[src/rtl/branch_predictor.sv]
// branch_predictor: direct-mapped BTB with 2-bit direction counters; define BP_STATS_EN for update/mispredict counters
module branch_predictor #(
  parameter int DATA_WIDTH = 32,
  parameter int ENTRIES    = 16
) (
  input  logic                  clk,
  input  logic                  rst,
  input  logic [DATA_WIDTH-1:0] lookup_pc,
  output logic                  predict_valid,
  output logic                  predict_taken,
  output logic [DATA_WIDTH-1:0] predict_target,
  input  logic                  update_en,
  input  logic [DATA_WIDTH-1:0] update_pc,
  input  logic                  update_taken,
  input  logic [DATA_WIDTH-1:0] update_target,
  input  logic                  update_mispredict,
  output logic [31:0]           stat_updates,
  output logic [31:0]           stat_mispredicts
);
  localparam int IDX_W = $clog2(ENTRIES);
  localparam int TAG_W = DATA_WIDTH - IDX_W - 2;
  logic                  valid_q  [ENTRIES];
  logic [TAG_W-1:0]      tag_q    [ENTRIES];
  logic [DATA_WIDTH-1:0] target_q [ENTRIES];
  logic [1:0]            ctr_q    [ENTRIES];
  logic [IDX_W-1:0]      l_idx, u_idx;
  logic [TAG_W-1:0]      l_tag, u_tag;
  logic                  l_hit, u_hit;
  logic [1:0]            ctr_d;
  logic                  unused_bits;
  assign l_idx = lookup_pc[IDX_W+1:2];
  assign l_tag = lookup_pc[DATA_WIDTH-1:IDX_W+2];
  assign u_idx = update_pc[IDX_W+1:2];
  assign u_tag = update_pc[DATA_WIDTH-1:IDX_W+2];
  always_comb begin
    l_hit          = valid_q[l_idx] && (tag_q[l_idx] == l_tag);
    u_hit          = valid_q[u_idx] && (tag_q[u_idx] == u_tag);
    predict_valid  = l_hit;
    predict_taken  = l_hit && ctr_q[l_idx][1];
    predict_target = l_hit ? target_q[l_idx] : '0;
    ctr_d          = update_taken ? ((ctr_q[u_idx] == 2'b11) ? 2'b11 : ctr_q[u_idx] + 2'd1)
                                  : ((ctr_q[u_idx] == 2'b00) ? 2'b00 : ctr_q[u_idx] - 2'd1);
  end
  // Lookup reads the registered table only, so a same-cycle update is seen next cycle.
  always_ff @(posedge clk or negedge rst) begin
    if (!rst) begin
      for (int i = 0; i < ENTRIES; i++) begin
        valid_q[i]  <= 1'b0;
        tag_q[i]    <= '0;
        target_q[i] <= '0;
        ctr_q[i]    <= 2'b01;
      end
    end else if (update_en && (u_hit || update_taken)) begin
      ctr_q[u_idx] <= u_hit ? ctr_d : 2'b10;
      if (update_taken) begin
        valid_q[u_idx]  <= 1'b1;
        tag_q[u_idx]    <= u_tag;
        target_q[u_idx] <= update_target;
      end
    end
  end
`ifdef BP_STATS_EN
  logic [31:0] stat_updates_q, stat_mispredicts_q;
  always_ff @(posedge clk or negedge rst) begin
    if (!rst) begin
      stat_updates_q     <= '0;
      stat_mispredicts_q <= '0;
    end else if (update_en) begin
      stat_updates_q <= stat_updates_q + 32'd1;
      if (update_mispredict) stat_mispredicts_q <= stat_mispredicts_q + 32'd1;
    end
  end
  assign stat_updates     = stat_updates_q;
  assign stat_mispredicts = stat_mispredicts_q;
  assign unused_bits      = ^{lookup_pc[1:0], update_pc[1:0]};
`else
  assign stat_updates     = '0;
  assign stat_mispredicts = '0;
  assign unused_bits      = ^{lookup_pc[1:0], update_pc[1:0], update_mispredict};
`endif
endmodule

[config.mk]
export PLATFORM = sky130hd
export DESIGN_NAME = branch_predictor
export DESIGN_NICKNAME = d
export VERILOG_FILES = /design/src/rtl/branch_predictor.sv
export SDC_FILE = /design/constraint.sdc
export NUM_CORES = 1
export LEC_CHECK = 0
export ABC_CLOCK_PERIOD_IN_PS = 6000
export CAP_MARGIN = 20
export CORE_MARGIN = 2
export CORE_UTILIZATION = 40
export CTS_BUF_LIST = sky130_fd_sc_hd__clkbuf_16
export DETAILED_ROUTE_END_ITERATION = 8
export PLACE_DENSITY = 0.54
export SETUP_SLACK_MARGIN = 0.4
export SLEW_MARGIN = 20
export SYNTH_ARGS = -nofsm -noshare
export SYNTH_HDL_FRONTEND = slang
export SYNTH_SLANG_ARGS = --single-unit
[constraint.sdc]
create_clock -name clk -period 6 [get_ports clk]
set_input_delay 0.9 -clock clk [delete_from_list [all_inputs] [get_ports clk]]
set_output_delay 0.9 -clock clk [all_outputs]
set_load 0.005 [all_outputs]
=== Yosys cells after proc, flatten, opt, wreduce, memory -nomap -nowiden ===
Index checks and enable logic that the tools add are counted.

* Bits in registers: 976
* Output and inout port bits: 98
* Logic and storage cells: 120

* $add $sub $neg: 2
* $lt $le $gt $ge: 3
* Eq/ne operators: 3
* Multiplexer cells: 37
* Bitwise operators: 3
* Reduce and logical (&&, ||, !) cells: 8

{| class="wikitable"
|+ Operator list
! kind !! count
|-
| 512-bit bitwise mux || 1
|-
| 416-bit bitwise mux || 1
|-
| 26-bit binary-select mux with 4-bit select || 2
|-
| 26-bit two-way mux || 5
|-
| 32-bit binary-select mux with 4-bit select || 1
|-
| 32-bit demux with 4-bit select || 1
|-
| 32-bit two-way mux || 4
|-
| 26-bit demux with 4-bit select || 1
|-
| 26-bit == test || 2
|-
| 32-bit bitwise mux || 1
|-
| 2-bit two-way mux || 9
|-
| 2-bit binary-select mux with 4-bit select || 2
|-
| 16-bit OR || 1
|-
| 5-bit >= comparator (second input constant) || 2
|-
| 4-bit inverter with 5-bit output || 2
|-
| 1-bit binary-select mux with 4-bit select || 2
|-
| 2-bit demux with 4-bit select || 1
|-
| 1-bit logical AND || 5
|-
| 5-bit by 1-bit less-than comparator with 1-bit output (second input constant) || 1
|-
| 1-bit two-way mux || 5
|-
| 1-bit demux with 4-bit select || 1
|-
| 2-bit by 1-bit adder with 2-bit output (second input constant) || 1
|-
| 2-bit == test (second input constant) || 1
|-
| 2-bit zero test || 1
|-
| 3 further kinds || 3
|}

=== Longest topological paths before layout ===
Gate-level depths: netlist (run 1).

* Depth after elaboration: 9
* Mapped depth: 16
* Gate-level depth less buffers: 9

=== Least setup slack after synthesis (run 1) ===
No wires, ideal clock.

* Kind: input to output
* From: input lookup_pc[2]
* To: output predict_taken
* Arrival time: 3.953 ns
* Data required time: 5.100 ns
* Path slack: 1.147 ns
* Stages: 9
* Buffers on the path: 6
* Cells stage by stage: clkbuf_1 -> buf_2 -> buf_2 -> buf_2 -> buf_1 -> buf_1 -> mux4_2 -> mux4_2 -> nor2b_1

* Cells in the longest elaborated chain, start to end: 7
* Elaborated cells between the ends (all ways): 13

{| class="wikitable"
|+ Ends and longest elaborated chain
! element !! line !! RTL
|-
| from (decl) || 8 || <nowiki>input logic [DATA_WIDTH-1:0] lookup_pc,</nowiki>
|-
| 4-bit inverter with 5-bit output (not written as such) (*) || 36, 39 ||
|-
| 26-bit binary-select mux with 4-bit select || 36 || <nowiki>l_hit = valid_q[l_idx] && (tag_q[l_idx] == l_tag);</nowiki>
|-
| 26-bit two-way mux (not written as such) (2 in a row) || 36 ||
|-
| 26-bit == test || 36 ||
|-
| 1-bit logical AND || 36 ||
|-
| 1-bit logical AND (*) || 39 || <nowiki>predict_taken = l_hit && ctr_q[l_idx][1];</nowiki>
|-
| to (decl) || 10 || <nowiki>output logic predict_taken,</nowiki>
|}

Every way passes the cells marked *; elsewhere a longest branch is shown, timed or not. The select of a mux whose other input is x is not followed.

=== Worst setup path after layout (run 1) ===
Same ends and word-level chain as after synthesis.

==> reports/results.ini, run 1 <==
[run_status]
status=completed

[die]
row_count=128
core-area_um2=122000
start_util_pct=40.3
die_h_um=355
io_pins=199
dieArea_um2=126000
die_w_um=355

[final_layout]
multi_input_area_um2=23200
drive_above_1_share_pct=47.7
final_nets=3396
seq_area_um2=24400
fillers=10700
area_growth_pct=13.6

[grt]
grt_pass1_vias=32000
overflow=0
antenna_found_initial=9
grt_max_degree=178
track_usage_pct=23.3
grt_pass1_wl_mm=218

[yosys]
synthTopCellsByArea=dfrtp_1, mux2_2, mux4_2, mux2i_1, clkbuf_1
synth_top_area_share_pct=48.9
yosys.cell_types.count=73
yosysSeqAreaShare_pct=49.7
async_reset_ff_share_pct=100
yosysTopAreaCell=dfrtp_1
yosysWarnings=0
avgSynthCellArea_um2=15.2
syn_inst=3237
netlist_area_um2=49200
synth_edf_count=0
ys.flop_type=dfrtp_1
ys_ff_latch=976

[route]
routed_wl_mm=146
vias=29600
drt_pass1_iterations=8
viasPerCell=5.90
ant_nets=0
wl_per_cell_um=29.1
route.detailed.drc=0
first_iter_violations=2344

[cts]
clk_pin_slew_ns=0.06
h-tree-depth=3
post_cts_resized=0
root_buffer=clkbuf_16
post_cts_buffers=0
tritoncts=built
clock_insertion_delay_worst_skew_ns=0.72
cts_hold_buf=0
clock_path_buffers=3
clock_sinks=976
cts_inserted_buffers=111

[worst_setup_path]
crit_required_ns=5.10
worstPathArrival_ns=4.57
cp_max_fo=34
cp-end-kind=output pin
cp-start-kind=input pin
path_class=input pin to output pin

[power]
pwr-share-seq_pct=45.5
p_sw_share_pct=26.7
power_density_nw_per_um2=341
clock_power_share_pct=35.6
finalPower_uw=19000
switchingPower_uw=5090
power_frac_comb_pct=18.9
power.internal_uw=14000
vdd_ir_drop_max_v=0.000239
power.leakage_uw=0.0240

[sta]
tightest_slew_ns=1.03
hold_viol_final=0
finalSetupTns_ns=0
relSlewSlack_pct=31.0
rsz0062_at_grt=no
fin_crit_ns=5.47
clock_skew_ns=0.0240
clock.fmax_mhz=183
min_period_over_period_pct=91.2
slew_viol_final=0
final-setup-viol-count=0

[worst_hold_path]
min_path_type=input pin to asynchronous set/reset pin

[place]
portBuffers=129
gp_congestion=0.859
place_hpwl_mm=88.3

[job]
cap_violations=0

[path summary, 6_finish.rpt]
check,from,endpoint,slack [ns],cells after the start
hold / removal,rst,tag_q[351]$_DFFE_PN0P_,0.24,1
min in group clk,ctr_q[6]$_DFFE_PN1P_,ctr_q[6]$_DFFE_PN1P_,0.47,2
setup / recovery,lookup_pc[2],predict_taken,0.53,11
hold reg to reg,ctr_q[6]$_DFFE_PN1P_,ctr_q[6]$_DFFE_PN1P_,0.47,2
setup reg to reg,tag_q[286]$_DFFE_PN0P_,ctr_q[17]$_DFFE_PN0P_,2.27,8
max in group asynchronous,rst,target_q[328]$_DFFE_PN0P_,4.13,2
[registers in the layout (all words and copies together) (netlist names)]
name and cells:
tag_q 416, valid_q 16, ctr_q 32, target_q 512
[power by group through the flow]
stage | combinational [uW] | sequential, uW | clock [uW]
detailed placement | 3600 | 8770 | 0
floorplan | 2720 | 8450 | 0
CTS | 3620 | 8650 | 6960
global placement | 3510 | 8640 | 0
global route | 3850 | 8820 | 7220
finish | 3590 | 8670 | 6780
[worst max-delay path, stage by stage]
cell             delay (ns)
buf_12                 0.19
buf_12                 0.23
mux4_2                 0.52
mux4_2                 0.48
xnor2_1                0.26
nand4_1                0.37
nor4_2                 0.35
nand4_1                0.21
buf_12                 0.27
nor2b_1                0.17
clkdlybuf4s50_1        0.53
[metrics by stage]
stage	hold slack (ns)	area (um2)	cells	utilization [%]	setup slack, ns
after global routing	0.284	55800	5019	45.8	0.411
after global placement	0.459	52100	4806	42.8	0.471
after floorplan	0.444	49400	3300	-	1.15
after CTS	0.241	55800	5018	45.8	0.418
final	0.241	55900	5021	45.8	0.530
after detailed placement	0.462	52100	4806	42.8	0.458
[cells by family (layout without fill, tap and decap cells)]
logic type,Yosys count,in the layout,synth area share (%)
AO/OA/AOI/OAI,195,195,2.80
multiplexers,1384,1384,40.2
buffers and inverters,386,480,3.86
flip-flops,976,976,49.7
AND/OR/NAND/NOR,245,245,2.54
XOR/XNOR,49,49,0.888
other,1,66,0.00763
adder cells (fa/ha/maj),1,1,0.0204
[area by class of cell]
type | instances | share of cell area, %
multi-input combinational | 1938 | 41.5
clock buffer | 114 | 5.11
timing repair buffer | 244 | 4.42
tap | 1625 | 3.64
antenna | 2 | 0.00896
clock inverter | 98 | 1.42
inverter | 24 | 0.161
sequential | 976 | 43.8
[routing by layer]
| metal | vias to the layer above | track usage [%] | routed length (um) |
|---|---|---|---|
| met5 | - | 0 | 94 |
| met1 | 16400 | 31.9 | 63300 |
| met4 | 14 | 7.18 | 4690 |
| met2 | 791 | 38.2 | 71000 |
| met3 | 242 | 3.70 | 6900 |
| li1 | 12200 | - | - |
[cell usage after synthesis, types with 21 or more instances]
cell type	instances
a22oi_1	22
buf_1	46
buf_2	21
buf_4	75
clkbuf_1	203
dfrtp_1	960
mux2_2	925
mux2i_1	84
mux4_2	357
nand2_1	81
nor2_1	24
nor2b_1	48
o21ai_0	62
xnor2_1	32
[layout by cell type (no fill, tap or decap), types with 7 or more instances in the layout]
cell type        instances
a211oi_1                11
a21oi_1                 11
a22oi_1                 22
a31oi_1                  7
buf_12                  21
buf_4                   94
bufinv_16               12
clkbuf_16              114
clkdlybuf4s50_1        121
clkinv_1                31
clkinv_2                17
conb_1                  64
dfrtp_1                960
dfstp_2                 16
inv_1                   51
mux2_2                 925
mux2i_1                 84
mux4_1                  14
mux4_2                 357
nand2_1                 77
nand2b_1                 8
nand3_1                 20
nand4_1                 12
nor2_1                  15
nor2_4                   9
nor2b_1                 48
nor3_1                   9
o21a_1                   8
o21ai_0                 62
o22ai_1                 16
or2_2                   13
xnor2_1                 32
xor2_1                  16
No activity file was read; power rests on OpenSTA's default activity.
==> run 2, diff against run 1 <==
Settings changed: CAP_MARGIN 20 to 25.
==> run 2 against run 1 <==
Effect of this change:
- maximum frequency barely moved
- non-clock buffer count rose by 1
- die area did not move
- design area barely moved
- final cell count did not move
- global-route usage did not move
- flip-flop and latch count did not move
- highest routed layer unchanged
- worst setup slack improved by 0.0051 ns
- hold slack improved by 0.0033 ns
- sequential share of layout area barely moved
==> reports/results.ini, run 2 (same netlist as run 1, synthesis figures left out) <==
[worst_setup_path]
cp_max_fo=34  ; unchanged
crit_required_ns=5.10  ; about the same
cp-start-kind=input pin  ; unchanged
worstPathArrival_ns=4.57  ; about the same
path_class=input pin to output pin  ; unchanged
cp-end-kind=output pin  ; unchanged

[die]
io_pins=199  ; unchanged
core-area_um2=122000  ; unchanged
die_w_um=355  ; unchanged
start_util_pct=40.3  ; unchanged
row_count=128  ; unchanged
dieArea_um2=126000  ; unchanged
die_h_um=355  ; unchanged

[cts]
cts_inserted_buffers=111  ; unchanged
clock_sinks=976  ; unchanged
clock_insertion_delay_worst_skew_ns=0.72  ; about the same
post_cts_buffers=0  ; unchanged
cts_hold_buf=0  ; unchanged
h-tree-depth=3  ; unchanged
clock_path_buffers=3  ; unchanged
post_cts_resized=0  ; unchanged
root_buffer=clkbuf_16  ; unchanged
tritoncts=built  ; unchanged
clk_pin_slew_ns=0.06  ; about the same

[sta]
relSlewSlack_pct=31.2  ; was 31.0%
clock.fmax_mhz=183  ; about the same
clock_skew_ns=0.0245  ; was 0.0240 ns
hold_viol_final=0  ; unchanged
fin_crit_ns=5.47  ; about the same
timing.hold.ws_ns=0.245  ; was 0.241 ns
slew_viol_final=0  ; unchanged
final-setup-viol-count=0  ; unchanged
rsz0062_at_grt=no  ; unchanged
min_period_over_period_pct=91.1  ; was 91.2%
tightest_slew_ns=1.03  ; about the same
finalSetupTns_ns=0  ; unchanged

[final_layout]
fillers=10700  ; about the same
top_register=target_q  ; unchanged
area_growth_pct=13.7  ; was 13.6%
largest_reg_flops=512  ; unchanged
largestRegisters=target_q (512), tag_q (416), ctr_q (32)  ; unchanged
layout_common_cells=dfrtp_1, mux2_2, mux4_2  ; unchanged
drive_above_1_share_pct=47.7  ; about the same
final_nets=3397  ; was 3396
final_common_cell=dfrtp_1  ; unchanged

[power]
power_density_nw_per_um2=341  ; about the same
vdd_ir_drop_max_v=0.000240  ; was 0.000239 V
power.leakage_uw=0.0240  ; about the same

[grt]
overflow=0  ; unchanged
grt_busiest_layer=met2  ; unchanged
grt_pass1_vias=32000  ; unchanged
grt_max_degree=178  ; unchanged
grt.met2_usage_pct=38.2  ; unchanged
track_usage_pct=23.3  ; unchanged
use_met3_pct=3.70  ; unchanged
use_met1_pct=31.9  ; unchanged
grt_pass1_wl_mm=218  ; unchanged
antenna_found_initial=9  ; unchanged

[route]
first_iter_violations=2403  ; was 2344
routed_wl_mm=146  ; about the same
route.detailed.drc=0  ; unchanged
ant_nets=0  ; unchanged
wl_per_cell_um=29.1  ; about the same
vias=29700  ; was 29600
drt_pass1_iterations=5  ; was 8
viasPerCell=5.91  ; was 5.90

[run_status]
status=completed  ; unchanged

[worst_hold_path]
min_path_type=input pin to asynchronous set/reset pin  ; unchanged

[job]
cap_violations=0  ; unchanged

[place]
place_hpwl_mm=88.3  ; unchanged
gp_congestion=0.859  ; unchanged
portBuffers=129  ; unchanged

[run 2: worst paths after layout]
check                                        from                         to  slack [ns]  cells after the start
max                                  lookup_pc[2]              predict_taken        0.53                     11
min                                           rst     tag_q[351]$_DFFE_PN0P_        0.24                      1
max reg2reg                tag_q[286]$_DFFE_PN0P_      ctr_q[17]$_DFFE_PN0P_        2.30                      8
min reg2reg                  ctr_q[6]$_DFFE_PN1P_       ctr_q[6]$_DFFE_PN1P_        0.47                      2
max in group asynchronous                     rst  target_q[352]$_DFFE_PN0P_        4.27                      3
min in group clk             ctr_q[6]$_DFFE_PN1P_       ctr_q[6]$_DFFE_PN1P_        0.47                      2
[run 2: worst max-delay path, stage by stage]
cell and delay, ns:
buf_12 0.20, buf_12 0.23, mux4_2 0.52, mux4_2 0.49, xnor2_1 0.26, nand4_1 0.37
nor4_2 0.35, nand4_1 0.22, buf_12 0.27, nor2b_1 0.17, clkdlybuf4s50_1 0.53
[run 2: power by group]
group | internal [uW] | switching (uW) | leakage, uW
Combinational | 2140 | 1450 | 0.00973
Sequential | 7870 | 804 | 0.0124
Clock | 3950 | 2830 | 0.00190
[run 2: cell type report]
cell class	instances	area (um2)	area share [%]
flip-flops and latches	976	24400	43.7
multi-input cells	1938	23200	41.5
clock buffers	114	2850	5.11
repair buffers	245	2500	4.47
well taps	1625	2030	3.64
clock inverters	98	792	1.42
inverters	24	90.1	0.161
diodes	1	2.50	0.00448
[run 2: stage by stage]
step / cell area, um2 / total power [uW] / setup WS [ns] / utilization (%) / instances
after detailed placement: 52100 / 12400 / 0.458 / 42.8 / 4806
after global routing: 55900 / 19900 / 0.411 / 45.8 / 5020
final: 55900 / 19100 / 0.535 / 45.8 / 5021
after CTS: 55800 / 19200 / 0.418 / 45.8 / 5018
after floorplan: 49400 / 11200 / 1.15 / - / 3300
after global placement: 52100 / 12100 / 0.471 / 42.8 / 4806
[run 2: layer usage]
layer,up-vias,share of wire (%)
met5,-,0.064
met3,238,4.6
met4,14,3.2
met1,16400,44
li1,12300,-
met2,781,49
==> run 3, diff against run 2 <==
Settings changed: CORE_MARGIN 2 to unset, TNS_END_PERCENT set to 50.
==> run 3 against run 2 <==
Effect of this change:
- sequential share of layout area about the same
- largest power group unchanged
- die area decreased by 1.1%
- flip-flop and latch count unchanged
- clock power decreased by 5.0%
- maximum frequency increased by 1.1%
- design area about the same
- routed wire length decreased by 0.26%
- critical path depth increased by 2
- largest cell class unchanged
==> reports/results.ini, run 3 (same netlist as run 1, synthesis figures left out) <==
[sta]
finalSetupTns_ns=0  ; unchanged
tightest_slew_ns=1.08  ; was 1.03 ns
min_period_over_period_pct=90.1  ; was 91.1%
hold_viol_final=0  ; unchanged
clock.fmax_mhz=185  ; was 183 MHz
rsz0062_at_grt=no  ; unchanged
relSlewSlack_pct=26.5  ; was 31.2%
clock_skew_ns=0.0249  ; was 0.0245 ns
slew_viol_final=0  ; unchanged
final-setup-viol-count=0  ; unchanged
fin_crit_ns=5.41  ; was 5.47 ns

[cts]
h-tree-depth=3  ; unchanged
clock_insertion_delay_worst_skew_ns=0.71  ; was 0.72 ns
cts_inserted_buffers=110  ; was 111
cts_hold_buf=0  ; unchanged
clk_pin_slew_ns=0.06  ; about the same
clock_path_buffers=3  ; unchanged
tritoncts=built  ; unchanged
root_buffer=clkbuf_16  ; unchanged
clock_sinks=976  ; unchanged

[route]
route.detailed.drc=0  ; unchanged
wl_per_cell_um=29.0  ; was 29.1 um
wl_met3_mm=6.89  ; was 6.71 mm
vias=29600  ; was 29700
drt-met1-wl_mm=64.2  ; was 63.6 mm
viasPerCell=5.89  ; was 5.91
drt_pass1_iterations=5  ; unchanged
routed_wl_mm=146  ; about the same
highest_layer=met5  ; unchanged
ant_nets=0  ; unchanged
first_iter_violations=2294  ; was 2403
met2WireLength_mm=70.2  ; was 70.9 mm

[worst_setup_path]
rr_worst_depth=11  ; was 8
rr_startpoint=tag_q[15]$_DFFE_PN0P_  ; was tag_q[286]$_DFFE_PN0P_
critPathLaunch=lookup_pc[3]  ; was lookup_pc[2]
cp_max_fo=44  ; was 34
worstPathArrival_ns=4.51  ; was 4.57 ns
cp-start-kind=input pin  ; unchanged
path_class=input pin to output pin  ; unchanged
cp-end-kind=output pin  ; unchanged
ff2ff_setup_slack_ns=1.87  ; was 2.30 ns
crit_required_ns=5.10  ; about the same
r2r-end=ctr_q[16]$_DFFE_PN1P_  ; was ctr_q[17]$_DFFE_PN0P_

[final_layout]
area_growth_pct=13.6  ; was 13.7%
layout_common_cells=dfrtp_1, mux2_2, mux4_2  ; unchanged
final_util_pct=45.8  ; about the same
final_common_cell=dfrtp_1  ; unchanged
drive_above_1_share_pct=47.9  ; was 47.7%
top_register=target_q  ; unchanged
final_nets=3411  ; was 3397
largestRegisters=target_q (512), tag_q (416), ctr_q (32)  ; unchanged
largest_reg_flops=512  ; unchanged

[grt]
grt_pass1_wl_mm=220  ; was 218 mm
overflow=0  ; unchanged
track_usage_pct=23.7  ; was 23.3%
antenna_found_initial=12  ; was 9
grt_pass1_vias=32100  ; was 32000
grt_max_degree=185  ; was 178

[die]
io_pins=199  ; unchanged
row_count=128  ; unchanged
start_util_pct=40.3  ; unchanged
dieArea_um2=124000  ; was 126000 um2
die_h_um=353  ; was 355 um
die_w_um=353  ; was 355 um
core-area_um2=122000  ; unchanged

[job]
cap_violations=0  ; unchanged

[power]
power.leakage_uw=0.0240  ; about the same
power_density_nw_per_um2=335  ; was 341 nW/um2
vdd_ir_drop_max_v=0.000248  ; was 0.000240 V

[place]
portBuffers=129  ; unchanged
gp_congestion=0.856  ; was 0.859
place_hpwl_mm=87.1  ; was 88.3 mm

[worst_hold_path]
min_path_type=input pin to asynchronous set/reset pin  ; unchanged

[run_status]
status=completed  ; unchanged

run 3: timing repair:
item / in CTS / in global routing
hold endpoints to repair: 0 / 0
cloned: 3 / 1
resized for setup: 6 / 5
setup buffers: 1 / 6
pin swaps: 3 / 1
endpoints found under the setup margin: 34 / 21
run 3: cell type report:
cell class,count,area [um2]
Tap cell,1625,2030
Inverter,24,90.1
Timing Repair Buffer,260,2690
Clock buffer,111,2780
Multi-Input combinational cell,1938,23200
Clock inverter,84,629
Sequential cell,976,24400
Fill cell,10500,66000
Antenna cell,1,2.50
run 3: power by group:
group          internal [uW]  switching [uW]  total, uW
combinational           2160            1450       3610
clock                   3670            2770       6440
sequential              7870             799       8670
total                  13700            5010      18700
run 3: how the worst max path moves through the flow:
stage / end / cells past startpoint
after detailed placement: predict_target[2] / 11
after global routing: predict_target[3] / 13
after global placement: predict_target[12] / 11
after floorplan: predict_taken / 9
after CTS: predict_target[27] / 14
final: predict_target[27] / 13
run 3: metal layers:
metal,up-vias,global-route usage [%]
met5,-,0
met4,16,7.30
met3,236,3.43
met2,825,38.2
met1,16200,33.0
li1,12300,-
run 3: stage by stage:
step / hold WS [ns] / std cells / total power (uW) / instance area (um2) / worst slack, ns
6_report: 0.331 / 5019 / 18700 / 55800 / 0.593
3_5_place_dp: 0.463 / 4811 / 12400 / 52200 / 0.236
5_1_grt: 0.376 / 5019 / 19600 / 55800 / 0.419
3_3_place_gp: 0.457 / 4811 / 12100 / 52200 / 0.251
4_1_cts: 0.330 / 5010 / 18900 / 55700 / 0.414
2_1_floorplan: 0.444 / 3300 / 11200 / 49400 / 1.15
run 3: worst max-delay path: stages:
cell and delay, ns:
buf_6 0.20, buf_12 0.33, mux4_2 0.36, mux4_2 0.54
xnor2_1 0.27, nand3_1 0.21, nor3_1 0.20, buf_4 0.17
nand4_1 0.09, buf_4 0.20, bufbuf_16 0.31, nor2b_1 0.13
clkdlybuf4s50_1 0.51
